### src/rtl/seq_dec_sched.sv
// ---------------------------------------------------------------------------
// seq_dec_sched
//   Round-robin scheduler feeding one shared "run of 1s" detector from NCH
//   serial channels. Each cycle at most one requesting channel is granted,
//   searching upward from a rotating pointer. The granted bit is consumed on
//   that edge and advances (or clears) that channel's private run counter.
//   A completed run raises a registered one-cycle match pulse with the
//   channel index.
//
// Handshake: req[i]/in[i] form a valid/ready pair with ack[i] as ready. A
//   bit transfers on a rising edge where req[i]=1 and ack[i]=1. A channel
//   that is not acked must keep req[i] and in[i] stable. ack is
//   combinational, one-hot or zero, and is forced to zero while rst=0.
//
// Ports:
//   clk       rising-edge clock
//   rst       synchronous active-low reset
//   req[NCH]  per-channel request (in[i] holds a valid bit)
//   in[NCH]   per-channel serial data bit
//   ovl       1 = overlapping detection, 0 = non-overlapping
//   ack[NCH]  one-hot grant, combinational
//   match     registered one-cycle pulse when a run completes
//   match_ch  index of the matching channel (holds between matches)
//
// Optional feature (macro SEQ_DEC_SCHED_CNT_EN):
//   cnt_sel[CW]  selects a per-channel match counter
//   cnt_out[8]   combinational value of the selected saturating counter
// ---------------------------------------------------------------------------
module seq_dec_sched #(
    parameter int NCH     = 4,
    parameter int RUN_LEN = 3,
    parameter int CW      = $clog2(NCH)
) (
    input  logic           clk,
    input  logic           rst,
    input  logic [NCH-1:0] req,
    input  logic [NCH-1:0] in,
    input  logic           ovl,
    output logic [NCH-1:0] ack,
    output logic           match,
    output logic [CW-1:0]  match_ch
`ifdef SEQ_DEC_SCHED_CNT_EN
    ,
    input  logic [CW-1:0]  cnt_sel,
    output logic [7:0]     cnt_out
`endif
);

    // Run counter only needs to reach RUN_LEN-1; keep at least one bit.
    localparam int              CNTW    = (RUN_LEN > 1) ? $clog2(RUN_LEN) : 1;
    localparam logic [CNTW-1:0] CNT_TOP = CNTW'(RUN_LEN - 1);
    localparam logic [CW-1:0]   LAST_CH = CW'(NCH - 1);

    logic [CW-1:0]   ptr_q, ptr_d;
    logic [CNTW-1:0] cnt_q [NCH];
    logic [CNTW-1:0] cnt_d [NCH];
    logic            match_q, match_d;
    logic [CW-1:0]   match_ch_q, match_ch_d;

    logic            grant_vld;
    logic [CW-1:0]   grant_idx;

    // Arbiter: first requester at or above ptr, wrapping modulo NCH.
    always_comb begin
        int unsigned   idx;
        logic [CW-1:0] sel;
        grant_vld = 1'b0;
        grant_idx = '0;
        idx       = 0;
        sel       = '0;
        for (int k = 0; k < NCH; k++) begin
            idx = (int'(ptr_q) + k) % NCH;
            sel = CW'(idx);
            if (!grant_vld && req[sel]) begin
                grant_vld = 1'b1;
                grant_idx = sel;
            end
        end
    end

    // Grant is suppressed during reset so nothing is consumed.
    always_comb begin
        ack = '0;
        if (rst && grant_vld) begin
            ack[grant_idx] = 1'b1;
        end
    end

    // Pointer and run-counter update for the granted channel only; every
    // other channel's counter is left untouched.
    always_comb begin
        ptr_d      = ptr_q;
        match_d    = 1'b0;
        match_ch_d = match_ch_q;
        for (int i = 0; i < NCH; i++) begin
            cnt_d[i] = cnt_q[i];
        end
        if (grant_vld) begin
            ptr_d = (grant_idx == LAST_CH) ? '0 : grant_idx + 1'b1;
            if (!in[grant_idx]) begin
                cnt_d[grant_idx] = '0;
            end else if (cnt_q[grant_idx] != CNT_TOP) begin
                cnt_d[grant_idx] = cnt_q[grant_idx] + 1'b1;
            end else begin
                // Run complete. Overlap keeps the counter at the top so the
                // next 1 completes another run; non-overlap starts fresh.
                match_d    = 1'b1;
                match_ch_d = grant_idx;
                if (!ovl) begin
                    cnt_d[grant_idx] = '0;
                end
            end
        end
    end

    always_ff @(posedge clk) begin
        if (!rst) begin
            ptr_q      <= '0;
            match_q    <= 1'b0;
            match_ch_q <= '0;
            for (int i = 0; i < NCH; i++) begin
                cnt_q[i] <= '0;
            end
        end else begin
            ptr_q      <= ptr_d;
            match_q    <= match_d;
            match_ch_q <= match_ch_d;
            for (int i = 0; i < NCH; i++) begin
                cnt_q[i] <= cnt_d[i];
            end
        end
    end

    assign match    = match_q;
    assign match_ch = match_ch_q;

`ifdef SEQ_DEC_SCHED_CNT_EN
    logic [7:0] mcnt_q [NCH];
    logic [7:0] mcnt_d [NCH];

    // Saturating per-channel match counters; they stick at 255.
    always_comb begin
        for (int i = 0; i < NCH; i++) begin
            mcnt_d[i] = mcnt_q[i];
        end
        if (match_d && (mcnt_q[match_ch_d] != 8'hFF)) begin
            mcnt_d[match_ch_d] = mcnt_q[match_ch_d] + 8'd1;
        end
    end

    always_ff @(posedge clk) begin
        if (!rst) begin
            for (int i = 0; i < NCH; i++) begin
                mcnt_q[i] <= '0;
            end
        end else begin
            for (int i = 0; i < NCH; i++) begin
                mcnt_q[i] <= mcnt_d[i];
            end
        end
    end

    // Out-of-range selects (non power-of-two NCH) read as zero.
    always_comb begin
        cnt_out = '0;
        if (int'(cnt_sel) < NCH) begin
            cnt_out = mcnt_q[cnt_sel];
        end
    end
`endif

endmodule

### config.mk
export PLATFORM = sky130hd
export DESIGN_NAME = seq_dec_sched
export DESIGN_NICKNAME = d
export VERILOG_FILES = /design/src/rtl/seq_dec_sched.sv
export SDC_FILE = /design/constraint.sdc
export NUM_CORES = 1
export LEC_CHECK = 0
export ABC_AREA = 0
export CORE_UTILIZATION = 35
export DETAILED_ROUTE_END_ITERATION = 10
export PLACE_DENSITY = 0.62
export SLEW_MARGIN = 15
export SYNTH_ARGS = -nofsm -noshare
export SYNTH_HDL_FRONTEND = slang
export SYNTH_SLANG_ARGS = --single-unit
### constraint.sdc
create_clock -name clk -period 3.7 [get_ports clk]
set_input_delay 0.555 -clock clk [delete_from_list [all_inputs] [get_ports clk]]
set_output_delay 0.555 -clock clk [all_outputs]
set_load 0.03 [all_outputs]
==> metrics.txt <==
Async SR Flop Fraction=0%; Rows=18; GP Congestion=0.810; final setup vio count=0; I/O Buffers=17; Seq pwr share=35.3%; Initial Util=37.3%; design area=1160 µm²; DR pass1 iterations=4; drt wl/cell=13.5 µm; post-synth cell types=38; die area=2850 µm²; cts hold-fix bufs=0; fin crit period=3.49 ns; io pins=18; wirelength, routed=2.08 mm; Post-Route Utilization=46.8%; Leakage=0.466 nW; largest net degree at the start of global routing=15; Post-synth EDFFs=0; initial antenna violation count=0; Mapped Area=925 µm²; sw frac=37.4%; slew margin rel.=70.5%; Comb pwr share=46.3%; syn_nets=120; synthesized instance count=104; vias in the first global route=783; sequential-to-total area share from yosys stat=28.1%; Area after DPL=1130 µm²; CTS clk-pin slew, worst paths=0.08 ns; launching point of the worst reg2reg path=ptr_q[1]$_SDFFE_PN0N_; final hold vios=0; #FFs+latches synth=13; # diodes=0; Ys Warns=0; skew final=0.00395 ns; chip height=53.4 µm; internal power=0.302 mW; clock share of power=18.5%; Worst Hold Launch=cnt_q[0][0]$_SDFFE_PN0P_; CP Max Fanout=7; Clock Tree Root=clkbuf_4; critical path arrival=2.94 ns; actual slew at the worst max-slew pin=0.441 ns; Worst Hold Slack=0.455 ns; post-route ant nets=0; setup tns final=0 ns; deepest clock path buffer count=2; maximum vdd drop=255 µV; Area Overhead vs Synth=25.3%; hpwl dp=1.60 mm; vias=821; RSZ-0062 raised after global routing=no; Synth Flop Type=dfxtp_1; setup bufs post-CTS=0; share of layout cells above drive strength 1=15.3%; Final Slew Violations=0; Tot GR Track Use=17.2%; initial DRC count=23; GRT overflow=0; FMAX=0.286 GHz; Mapped Avg Cell Area=8.89 µm²; chip width=53.4 µm; CP most frequent cell=clkdlybuf4s50_1; core box area=2480 µm²; nets@finish=141; Remaining DRCs=0; Clock Sinks=13; CTS tree=built; Clock Latency Late Sink=0.27 ns; slowest stage delay, CP=0.59 ns; cells along the critical path=clkdlybuf4s50_1 -> mux2_4 -> a221oi_4 -> inv_2 -> ha_1 -> and3_1 -> clkdlybuf4s50_1; drt via density=5.33; Hold Crit Class=flip-flop to flip-flop; period utilization=94.4%; Startpoint Class=input port; Psw=0.180 mW; Worst setup startpoint=req[0]; kind of critical path=input port to primary output; H-tree levels=1; first-pass GRT wire length=3.49 mm; crit end category=primary output; Inserted Clock Buffers=3; Pwr per Cell Area=416 nW/µm²; Max Cap Viol=0; status=finished clean; post-CTS sizing=0; Worst path slowest cell=clkdlybuf4s50_1; CP required=3.14 ns
cell families (layout without fill, tap and decap cells):
kind of cell    Yosys count  after routing  synth area share, %
fa+ha+maj                 5              5                 6.77
compound gates           26             26                 22.9
simple gates             37             37                 21.9
flops                    13             13                 28.1
buf+inv                  13             33                 6.09
mux                      10             10                 14.2
cell type report:
cell class / instances / area (µm²)
timing repair buffer: 20 / 193
inverter: 9 / 33.8
clock buffer: 4 / 26.3
fill: 255 / 1320
tap: 30 / 37.5
multi-input combinational: 78 / 608
sequential: 13 / 260
registers in the layout (all words and copies together), names as in the netlist:
signal,cells
cnt_q,8
match,1
ptr_q,2
match_ch,2
through the flow:
stage               setup slack (ns)  power [mW]  instances
floorplan                       1.01       0.335        104
global placement               0.222       0.394        150
detailed placement             0.233       0.395        150
CTS                            0.218       0.485        154
global route                  0.0965       0.516        154
finish                         0.209       0.482        154
routing by layer:
layer  share of wire (%)  vias to the layer above  global-route usage, %
met5                   0                        -                      0
met4                0.48                        0                   5.26
met3                 5.6                        2                   4.02
met2                  47                       24                   29.6
met1                  47                      376                   20.8
li1                    -                      419                      -
synth_stat cells (2+ instances only):
cell       instances  area, µm²
nand3_1            2       10.0
and3_1             5       31.3
mux2i_1            6       60.1
nand2_1           17       63.8
inv_1              8       30.0
o21ai_0            2       10.0
o2bb2ai_1          4       35.0
nor2b_1            2       12.5
ha_1               5       62.6
and2_1             2       12.5
a21oi_1            4       20.0
a31oi_1            4       25.0
clkbuf_1           3       11.3
a21boi_0           2       15.0
nor2_1             2       7.51
dfxtp_1           13        260
mux4_2             2       45.0
worst max-delay path: cells and delay by family:
| kind | cells | cell delay [ns] |
|---|---|---|
| compound gates | 1 | 0.46 |
| mux | 1 | 0.31 |
| simple gates | 1 | 0.17 |
| fa+ha+maj | 1 | 0.25 |
| buf+inv | 3 | 1.18 |
final timing paths:
path / to / slack [ns] / cells after the start
worst max register to register: cnt_q[0][1]$_SDFFE_PN0P_ / 0.93 / 7
worst min register to register: cnt_q[0][0]$_SDFFE_PN0P_ / 0.45 / 2
worst max-delay path: ack[0] / 0.21 / 7
worst min-delay path: cnt_q[0][0]$_SDFFE_PN0P_ / 0.45 / 2
placed cells by master (no fill, tap or decap), types with 2 or more instances in the layout:
| cell type | instances |
|---|---|
| ha_1 | 5 |
| clkbuf_4 | 3 |
| mux2i_1 | 6 |
| clkdlybuf4s50_1 | 17 |
| a31oi_1 | 4 |
| a21oi_1 | 4 |
| nand2_1 | 17 |
| and2_1 | 2 |
| buf_4 | 3 |
| inv_1 | 8 |
| nor2b_1 | 2 |
| nand3_1 | 2 |
| dfxtp_1 | 13 |
| o2bb2ai_1 | 4 |
| mux4_2 | 2 |
| and3_1 | 5 |
| nor2_1 | 2 |
| o21ai_0 | 2 |
| a21boi_0 | 2 |
power groups by stage:
stage	clock [mW]	sequential, mW	combinational, mW
after floorplan	0	0.176	0.159
after global placement	0	0.173	0.221
after detailed placement	0	0.173	0.222
after CTS	0.0921	0.170	0.223
after global routing	0.0999	0.172	0.244
final	0.0891	0.170	0.223
Note: power is estimated with default switching activity, not from simulation.
